**src/rtl/uart_pkg.sv**
```systemverilog
// Shared UART definitions: parity mode encodings, receiver FSM states and the
// default oversample ratio used by RX, TX and the baud tick generator.
package uart_pkg;

  localparam int OVERSAMPLE_DFLT = 16;

  typedef enum logic [1:0] {
    PAR_NONE = 2'b00,
    PAR_EVEN = 2'b01,
    PAR_ODD  = 2'b10,
    PAR_RSVD = 2'b11
  } par_mode_e;

  typedef enum logic [2:0] {
    S_IDLE   = 3'd0,
    S_START  = 3'd1,
    S_DATA   = 3'd2,
    S_PARITY = 3'd3,
    S_STOP   = 3'd4
  } rx_state_e;

  // The reserved encoding behaves as "no parity bit on the wire".
  function automatic logic par_enabled(input par_mode_e mode);
    return (mode == PAR_EVEN) || (mode == PAR_ODD);
  endfunction

endpackage

```
**src/rtl/uart_rx_cfg_if.sv**
```systemverilog
// Receiver boundary: line, tick and parity-mode inputs plus the result word.
// slave = receiver side, master = the pad/tick driver and command parser side.
interface uart_rx_cfg_if #(
  parameter int DATA_BITS = 8
);
  logic                 i_sample_tick;
  logic                 i_rx;
  logic [1:0]           i_parity_mode;
  logic                 o_rx_done_tick;
  logic [DATA_BITS-1:0] o_rx_data;
  logic                 o_parity_err;
  logic                 o_frame_err;
  logic                 o_break_tick;

  modport slave (
    input  i_sample_tick, i_rx, i_parity_mode,
    output o_rx_done_tick, o_rx_data, o_parity_err, o_frame_err, o_break_tick
  );

  modport master (
    output i_sample_tick, i_rx, i_parity_mode,
    input  o_rx_done_tick, o_rx_data, o_parity_err, o_frame_err, o_break_tick
  );
endinterface

```
**src/rtl/uart_rx_sync.sv**
```systemverilog
// Two-flop line synchroniser; with UART_RX_MAJORITY_EN, rx_bit is the 2-of-3 vote
// of rx_s over the current and two previous sample ticks, otherwise rx_bit = rx_s.
module uart_rx_sync (
  input  logic clk,
  input  logic rst_n,
  input  logic sample_tick,
  input  logic rx,
  output logic rx_s,
  output logic rx_bit
);

  logic meta;

  always_ff @(posedge clk or negedge rst_n) begin
    if (!rst_n) begin
      meta <= 1'b1;
      rx_s <= 1'b1;
    end else begin
      meta <= rx;
      rx_s <= meta;
    end
  end

`ifdef UART_RX_MAJORITY_EN
  logic [1:0] hist;

  always_ff @(posedge clk or negedge rst_n) begin
    if (!rst_n) begin
      hist <= 2'b11;
    end else if (sample_tick) begin
      hist <= {hist[0], rx_s};
    end
  end

  // At a decision tick hist holds the two preceding tick samples.
  assign rx_bit = (hist[1] & hist[0]) | (hist[1] & rx_s) | (hist[0] & rx_s);
`else
  logic unused_tick;
  assign unused_tick = sample_tick;
  assign rx_bit      = rx_s;
`endif

endmodule

```
**src/rtl/uart_rx_cfg.sv**
```systemverilog
// Oversampling UART receiver: false-start rejection, runtime parity, stop/break checks.
// Optional UART_RX_MAJORITY_EN moves every bit decision to a 3-sample vote one tick later.
module uart_rx_cfg
  import uart_pkg::*;
#(
  parameter int DATA_BITS  = 8,
  parameter int OVERSAMPLE = OVERSAMPLE_DFLT,
  parameter int STOP_BITS  = 1
) (
  input logic          clk,
  input logic          rst_n,
  uart_rx_cfg_if.slave rx_if
);

  localparam int TICK_W = $clog2(OVERSAMPLE);
  localparam int BIT_W  = $clog2(DATA_BITS);
  localparam logic [TICK_W-1:0] TICK_LAST = TICK_W'(OVERSAMPLE - 1);
`ifdef UART_RX_MAJORITY_EN
  localparam logic [TICK_W-1:0] START_PT = TICK_W'(OVERSAMPLE / 2);
`else
  localparam logic [TICK_W-1:0] START_PT = TICK_W'(OVERSAMPLE / 2 - 1);
`endif
  localparam logic [BIT_W-1:0] DATA_LAST = BIT_W'(DATA_BITS - 1);
  localparam logic [BIT_W-1:0] STOP_LAST = BIT_W'(STOP_BITS - 1);

  logic rx_s, rx_bit, tick;

  rx_state_e            state_q, state_d;
  logic [TICK_W-1:0]    tick_q, tick_d;
  logic [BIT_W-1:0]     nbit_q, nbit_d;
  logic [DATA_BITS-1:0] shreg_q, shreg_d;
  par_mode_e            pmode_q, pmode_d;
  logic                 perr_q, perr_d, ferr_q, ferr_d;
  logic                 done_q, done_d, brk_q, brk_d;
  logic [DATA_BITS-1:0] rdata_q, rdata_d;
  logic                 perr_o_q, perr_o_d, ferr_o_q, ferr_o_d;
  logic                 par_exp, ferr_final;

  uart_rx_sync u_sync (
    .clk         (clk),
    .rst_n       (rst_n),
    .sample_tick (rx_if.i_sample_tick),
    .rx          (rx_if.i_rx),
    .rx_s        (rx_s),
    .rx_bit      (rx_bit)
  );

  assign tick       = rx_if.i_sample_tick;
  assign par_exp    = (pmode_q == PAR_ODD) ? ~^shreg_q : ^shreg_q;
  assign ferr_final = ferr_q | ~rx_bit;

  always_comb begin
    state_d  = state_q;
    tick_d   = tick_q;
    nbit_d   = nbit_q;
    shreg_d  = shreg_q;
    pmode_d  = pmode_q;
    perr_d   = perr_q;
    ferr_d   = ferr_q;
    done_d   = 1'b0;
    brk_d    = 1'b0;
    rdata_d  = rdata_q;
    perr_o_d = perr_o_q;
    ferr_o_d = ferr_o_q;

    unique case (state_q)
      S_IDLE: begin
        if (!rx_s) begin
          state_d = S_START;
          pmode_d = par_mode_e'(rx_if.i_parity_mode);
          tick_d  = '0;
          nbit_d  = '0;
          perr_d  = 1'b0;
          ferr_d  = 1'b0;
        end
      end
      S_START: begin
        if (tick) begin
          if (tick_q == START_PT) begin
            tick_d  = '0;
            state_d = rx_bit ? S_IDLE : S_DATA;
          end else begin
            tick_d = tick_q + 1'b1;
          end
        end
      end
      S_DATA: begin
        if (tick) begin
          if (tick_q == TICK_LAST) begin
            tick_d  = '0;
            shreg_d = {rx_bit, shreg_q[DATA_BITS-1:1]};
            if (nbit_q == DATA_LAST) begin
              nbit_d  = '0;
              state_d = par_enabled(pmode_q) ? S_PARITY : S_STOP;
            end else begin
              nbit_d = nbit_q + 1'b1;
            end
          end else begin
            tick_d = tick_q + 1'b1;
          end
        end
      end
      S_PARITY: begin
        if (tick) begin
          if (tick_q == TICK_LAST) begin
            tick_d  = '0;
            perr_d  = (rx_bit != par_exp);
            state_d = S_STOP;
          end else begin
            tick_d = tick_q + 1'b1;
          end
        end
      end
      S_STOP: begin
        if (tick) begin
          if (tick_q == TICK_LAST) begin
            tick_d = '0;
            ferr_d = ferr_final;
            // Leave at the last stop sample so the next falling edge can resync.
            if (nbit_q == STOP_LAST) begin
              state_d  = S_IDLE;
              done_d   = 1'b1;
              rdata_d  = shreg_q;
              perr_o_d = perr_q;
              ferr_o_d = ferr_final;
              brk_d    = ferr_final && (shreg_q == '0);
            end else begin
              nbit_d = nbit_q + 1'b1;
            end
          end else begin
            tick_d = tick_q + 1'b1;
          end
        end
      end
      default: state_d = S_IDLE;
    endcase
  end

  always_ff @(posedge clk or negedge rst_n) begin
    if (!rst_n) begin
      state_q  <= S_IDLE;
      tick_q   <= '0;
      nbit_q   <= '0;
      shreg_q  <= '0;
      pmode_q  <= PAR_NONE;
      perr_q   <= 1'b0;
      ferr_q   <= 1'b0;
      done_q   <= 1'b0;
      brk_q    <= 1'b0;
      rdata_q  <= '0;
      perr_o_q <= 1'b0;
      ferr_o_q <= 1'b0;
    end else begin
      state_q  <= state_d;
      tick_q   <= tick_d;
      nbit_q   <= nbit_d;
      shreg_q  <= shreg_d;
      pmode_q  <= pmode_d;
      perr_q   <= perr_d;
      ferr_q   <= ferr_d;
      done_q   <= done_d;
      brk_q    <= brk_d;
      rdata_q  <= rdata_d;
      perr_o_q <= perr_o_d;
      ferr_o_q <= ferr_o_d;
    end
  end

  assign rx_if.o_rx_done_tick = done_q;
  assign rx_if.o_rx_data      = rdata_q;
  assign rx_if.o_parity_err   = perr_o_q;
  assign rx_if.o_frame_err    = ferr_o_q;
  assign rx_if.o_break_tick   = brk_q;

endmodule

```
**src/flat_wrapper.sv**
```systemverilog
// flat-port wrapper written by rule: the top's interface ports become plain ports
module uart_rx_cfg_flat import uart_pkg::*;
#(
  parameter int DATA_BITS  = 8,
  parameter int OVERSAMPLE = OVERSAMPLE_DFLT,
  parameter int STOP_BITS  = 1
)
  (clk, rst_n, rx_if_i_sample_tick, rx_if_i_rx, rx_if_i_parity_mode, rx_if_o_rx_done_tick, rx_if_o_rx_data, rx_if_o_parity_err, rx_if_o_frame_err, rx_if_o_break_tick);
  uart_rx_cfg_if #(.DATA_BITS(DATA_BITS)) rx_if_i ();
  input logic clk;
  input logic rst_n;
  input wire logic [$bits(rx_if_i.i_sample_tick)-1:0] rx_if_i_sample_tick;
  input wire logic [$bits(rx_if_i.i_rx)-1:0] rx_if_i_rx;
  input wire logic [$bits(rx_if_i.i_parity_mode)-1:0] rx_if_i_parity_mode;
  output wire logic [$bits(rx_if_i.o_rx_done_tick)-1:0] rx_if_o_rx_done_tick;
  output wire logic [$bits(rx_if_i.o_rx_data)-1:0] rx_if_o_rx_data;
  output wire logic [$bits(rx_if_i.o_parity_err)-1:0] rx_if_o_parity_err;
  output wire logic [$bits(rx_if_i.o_frame_err)-1:0] rx_if_o_frame_err;
  output wire logic [$bits(rx_if_i.o_break_tick)-1:0] rx_if_o_break_tick;
  assign rx_if_i.i_sample_tick = rx_if_i_sample_tick;
  assign rx_if_i.i_rx = rx_if_i_rx;
  assign rx_if_i.i_parity_mode = rx_if_i_parity_mode;
  assign rx_if_o_rx_done_tick = rx_if_i.o_rx_done_tick;
  assign rx_if_o_rx_data = rx_if_i.o_rx_data;
  assign rx_if_o_parity_err = rx_if_i.o_parity_err;
  assign rx_if_o_frame_err = rx_if_i.o_frame_err;
  assign rx_if_o_break_tick = rx_if_i.o_break_tick;
  uart_rx_cfg #(.DATA_BITS(DATA_BITS), .OVERSAMPLE(OVERSAMPLE), .STOP_BITS(STOP_BITS)) u_core (.clk(clk), .rst_n(rst_n), .rx_if(rx_if_i));
endmodule
```
**config.mk**
```make
export PLATFORM = sky130hd
export DESIGN_NAME = uart_rx_cfg_flat
export DESIGN_NICKNAME = d
export VERILOG_FILES = /design/src/rtl/uart_pkg.sv /design/src/rtl/uart_rx_cfg_if.sv /design/src/rtl/uart_rx_sync.sv /design/src/rtl/uart_rx_cfg.sv /design/src/flat_wrapper.sv
export SDC_FILE = /design/constraint.sdc
export NUM_CORES = 1
export LEC_CHECK = 0
export BUFFER_PORTS_ARGS = -buffer_cell sky130_fd_sc_hd__clkbuf_2
export CAP_MARGIN = 20
export CORE_UTILIZATION = 60
export DETAILED_ROUTE_END_ITERATION = 16
export PLACE_DENSITY = 0.8
export SLEW_MARGIN = 20
export SYNTH_ARGS = -nofsm -noshare
export SYNTH_HDL_FRONTEND = slang
export SYNTH_SLANG_ARGS = --single-unit
```
**constraint.sdc**
```tcl
create_clock -name clk -period 3.8 [get_ports clk]
set_clock_uncertainty 0.05 [all_clocks]
set_input_delay 0.38 -clock clk [delete_from_list [all_inputs] [get_ports clk]]
set_output_delay 0.38 -clock clk [all_outputs]
set_load 0.02 [all_outputs]
```
# == Word level (Yosys, flattened, before mapping) ==
# Index checks and enable logic that the tools add are counted.
# word_totals
n_memories,0
inputBits,6
ram_bits,0
word_cells,105
ff_bits,36
latchBits,0
out_inout_bits,12
rom_bits,0
# op_classes
add_sub_neg,2
reduce_logical,20
n_div,0
n_mul,0
magnitude_cmp,0
n_mux,44
bitwise,2
n_eq_ne,23
shift,0
# op_table
op,count
$mux W3,19
$mux W4,5
$reduce_and A4 Y1,4
$pmux W3 S5,1
$mux W1,14
$ne A2 B1 Y1 const B,7
$ne A2 B2 Y1 const B,6
$pmux W4 S3,1
$reduce_and A11 Y1,1
$pmux W3 S3,1
$logic_not A8 Y1,1
$reduce_xnor A8 Y1,1
$reduce_xor A8 Y1,1
$reduce_and A7 Y1,1
$eq A3 B2 Y1 const B,2
$eq A3 B3 Y1 const B,2
$logic_not A3 Y1,2
$reduce_bool A3 Y1,2
$add A4 B1 Y4 const B,1
$eq A4 B3 Y1 const B,1
$eq A4 B4 Y1 const B,1
$pmux W1 S2,2
$reduce_bool A2 Y1,2
$add A3 B1 Y3 const B,1
other kinds (12),12

# == Depth between registers and ports, before layout ==
# depth
word_depth,7
depth_mapped,7

# == Hierarchy ==
# A second synthesis with hierarchy kept.
# unflattened
cells_unflattened,182
area_unflattened_um2,1850.5
# modules_own_cells
module,cells_each,n_inst,seq_area_each_um2,area_per_inst_um2
uart_rx_cfg,179,1,850.8,1790.5
uart_rx_sync,3,1,52.6,60.1

# == Least setup slack after synthesis ==
# No wires, ideal clock.
# synth_path
path_kind,register to register
startpoint,register u_core.tick_q[0]
endpoint,register u_core.state_q[2]
required_time_ns,3.622
path_slack_ns,1.988
t_arrival_ns,1.634
synth_period_minus_slack_ns,1.812
n_path_buf,1
path_stages_with_launch,7
cell_sequence,dfrtp_1 -> ha_1 -> and4_1 -> buf_4 -> a211o_1 -> o21ai_0 -> mux2_1
# synth_via
elab_chain_cells,3
elab_cells_between_ends,7
cone_classes,eq/ne (6); reduce/logical (1)
# synth_lines
item,line_no,rtl
"start, declared",uart_rx_cfg.sv:29,"logic [TICK_W-1:0] tick_q, tick_d;"
"start signal, assigned",uart_rx_cfg.sv:155,tick_q <= tick_d;
$eq A4 B3 Y1 or $eq A4 B4 Y1 (tied branches),--,
$ne A2 B1 Y1 (no line),--,
$reduce_and A11 Y1 (no line) (*),--,
"end signal, assigned",uart_rx_cfg.sv:154,state_q <= state_d;
"end, declared",uart_rx_cfg.sv:28,"rx_state_e state_q, state_d;"
# Mark *: on every way between the ends. The rest lies on a longest branch, timed or not.
# A chain may end at the register's enable or synchronous reset.

# == Final worst setup path ==
# layout_path
startpoint,register u_core.state_q[0]
endpoint,register u_core.state_q[2]
# layout_via
elab_chain_cells,3
elab_cells_between_ends,18
cone_classes,eq/ne (15); mux (1); reduce/logical (2)
# layout_lines
item,line_no,rtl
$eq A3 B3 Y1 (tied with other cells),uart_rx_cfg.sv:66,unique case (state_q)
$ne A2 B1 Y1 (no line) or $ne A2 B2 Y1 (tied branches),--,
$reduce_and A11 Y1 (no line),--,
# Several ways; a longest one is shown, not always the timed one.

==> results.txt <==
Status - complete, no violations
Synth warn - 0
ANT cells - 0
Crit-path max FO - 21
Max Clock Freq - 0.493 GHz
Core area - 0.00310 mm²
R2R cell count - 4
Syn Nets - 199
Area Growth Syn to Fin - 7.27%
Layout Nets - 215
Psw - 0.518 mW
Total grt overflow - 0
Buffers on Ports - 17
Root Driver - clkbuf_4
PwrDens - 599 mW/mm²
Reg2Reg Setup Slack - 1.77 ns
Routed WL - 3480 µm
Std cell rows - 20
Max Slew Vio Count - 0
DRC viols - 0
TritonCTS Buffers - 5
RSZ-0062 raised after global routing - false
DIE HEIGHT - 59.4 µm
CP Class - reg2reg
PostCTS Resize Cnt - 0
Via density - 5.77
CP Launch Type - flop
Worst skew pair latency - 0.34 ns
Final std cells w/o fill - 245
Sequential-to-total area share from yosys stat - 0.457
Initial antenna violation count - 0
Final Setup Violations - 0
WL/cell - 14.2 µm
Clock sinks - 36
Crit path arrival time - 2.22 ns
H-tree level count - 2
Clock power frac - 0.170
Headroom to the max-slew limit - 0.411
Min-Delay Startpoint - rx_if_i_rx
Worst-Margin Slew - 0.883 ns
Reg2reg end - u_core.state_q[2]
Chip width - 59.4 µm
First-pass GRT wire length - 5810 µm
Vias in the first global route - 1,237
Combinational fraction of design power - 0.382
Mean post-synth cell area - 10.8 µm²
CTS tree - yes
Sw frac - 0.407
Post-synth EDFFs - 0
Mapped Cells - 184
Total of max-cap violations - 0
Dpl cells - 237
Hold_buf cts - 0
Hold/Removal Path Class - in2reg
DRT Pass-1 Iters - 4
Synth cell types - 51
Internal power - 0.753 mW
Hold Path End - u_core.u_sync.meta
Adder-Cell Fraction of Synth Area - 0.0569
Die area - 0.00353 mm²
Final Cycle Share - 0.534
Vias - 1,414
Routability cong. - 0.828
Worst hold stages - 1
DR iter-0 viols - 79
Top Ports - 18
Mapped cell area - 0.00198 mm²
Synth Area in XOR/XNOR - 0.0221
Mux share of post-synthesis cell area - 0.0810
Top FF cell, synth - dfrtp_1
Part of the power in registers - 0.447
WP data required - 3.99 ns
HPWL Detailed - 2490 µm
P_leak - 0.997 nW
Clock-pin slew on the worst setup and hold paths - 0.11 ns
GRT Overall Usage - 0.229
Final ANT Viol Nets - 0
Async SR Flop Fraction - 1.00
Final Hold Viols - 0
Final Critical Period - 2.03 ns
Layout cell share with drive strength beyond 1 - 0.209
Worst R2R Start - u_core.state_q[0]
Largest family of logic cells by synthesized area - simple AND/OR/NAND/NOR gates
Max clock buf depth - 2
Initial Utilization - 0.637
Synthesis-stage register bit count - 36
Compound-Gate Fraction of Synth Area - 0.144
Largest net degree at the start of global routing - 37
VDD IR-drop max - 0.331 mV
Post-CTS Setup Bufs - 0
Fillers - 264
Simple-Gate Fraction of Synth Area - 0.187
Endpoint class of the critical path - flop
Setup_tns - 0 ns
## worst max-delay path, stage by stage (launching register included)
cell,delay [ns]
dfrtp_1,0.82
or2_1,0.39
o31ai_1,0.20
and3b_1,0.20
mux2_1,0.27
## logic make-up after synthesis
group	Yosys count
simple gates	57
mux	15
flops	36
buf+inv	20
compound gates	42
fa+ha+maj	9
xor+xnor	5
## power groups by stage
| stage | Clock, mW | Sequential, mW | Combinational (mW) |
|---|---|---|---|
| 2_1_floorplan | 0 | 0.502 | 0.479 |
| 3_3_place_gp | 0 | 0.566 | 0.463 |
| 3_5_place_dp | 0 | 0.574 | 0.481 |
| 4_1_cts | 0.223 | 0.565 | 0.483 |
| 5_1_grt | 0.237 | 0.584 | 0.543 |
| 6_report | 0.217 | 0.569 | 0.486 |
## layout make-up
| type | instances | area, µm² | area share |
|---|---|---|---|
| Sequential cell | 36 | 903 | 0.426 |
| Multi-Input combinational cell | 128 | 971 | 0.458 |
| Timing Repair Buffer | 17 | 85.1 | 0.0401 |
| Inverter | 12 | 45.0 | 0.0212 |
| Clock inverter | 1 | 7.51 | 0.00354 |
| Tap cell | 44 | 55.1 | 0.0259 |
| Clock buffer | 7 | 55.1 | 0.0259 |
## Yosys cell counts (all sizes together) (3+ instances only)
master | number | share of area
ha | 9 | 0.057
dfrtp | 34 | 0.43
mux2 | 5 | 0.030
nor2 | 8 | 0.023
nand2 | 16 | 0.032
o21ai | 16 | 0.040
buf | 6 | 0.026
inv | 12 | 0.023
nor3 | 3 | 0.0076
xnor2 | 5 | 0.022
mux2i | 10 | 0.051
a211oi | 5 | 0.028
o31ai | 3 | 0.011
nor3b | 6 | 0.025
nand3 | 6 | 0.015
a21oi | 6 | 0.015
a31oi | 3 | 0.0095
nor2b | 4 | 0.020
## per-layer routing
metal  GRT usage  vias to the layer above  wire length [µm]
met5           0                        -                 0
met2       0.356                       33              1670
met4       0.119                        0                89
met1       0.290                      688              1580
met3      0.0611                        9               137
li1            -                      684                 -
## how the worst max path moves through the flow
stage / from / to / slack [ns] / cells past startpoint
CTS: u_core.tick_q[0] / u_core.shreg_q[7] / 1.79 / 5
finish: u_core.state_q[0] / u_core.state_q[2] / 1.77 / 4
global route: u_core.state_q[2] / u_core.state_q[2] / 1.61 / 4
global placement: u_core.state_q[0] / u_core.state_q[2] / 1.85 / 4
floorplan: u_core.tick_q[0] / u_core.state_q[2] / 1.99 / 6
detailed placement: u_core.tick_q[0] / u_core.shreg_q[7] / 1.81 / 5
## metrics by stage
step	hold slack [ns]	power, mW	worst slack [ns]	utilization	instance area (µm²)
floorplan	0.0344	0.980	1.99	-	1980
global placement	0.296	1.03	1.85	0.664	2060
detailed placement	0.297	1.05	1.81	0.664	2060
CTS	0.0458	1.27	1.79	0.684	2120
global route	0.0413	1.36	1.61	0.684	2120
finish	0.0664	1.27	1.77	0.684	2120
## registers in the layout (all words and copies together), names as in the netlist
name                         flops
u_core.rx_if.o_rx_data           8
u_core.shreg_q                   8
u_core.tick_q                    4
u_core.nbit_q                    3
u_core.state_q                   3
u_core.pmode_q                   2
u_core.ferr_q                    1
u_core.perr_q                    1
u_core.rx_if.o_break_tick        1
u_core.rx_if.o_frame_err         1
u_core.rx_if.o_parity_err        1
u_core.rx_if.o_rx_done_tick      1
u_core.u_sync.meta               1
u_core.u_sync.rx_bit             1
## cells in the final DEF, fill, tap and decap left out, types with 5 or more instances in the layout
master,n
o21ai_0,14
inv_1,12
nand3_1,6
clkbuf_4,5
nand2_1,15
clkbuf_2,17
nor3b_1,5
xnor2_1,5
mux2i_1,10
a21oi_1,6
ha_1,9
nor2_1,7
dfrtp_1,34
(Power assumes the default switching activity.)
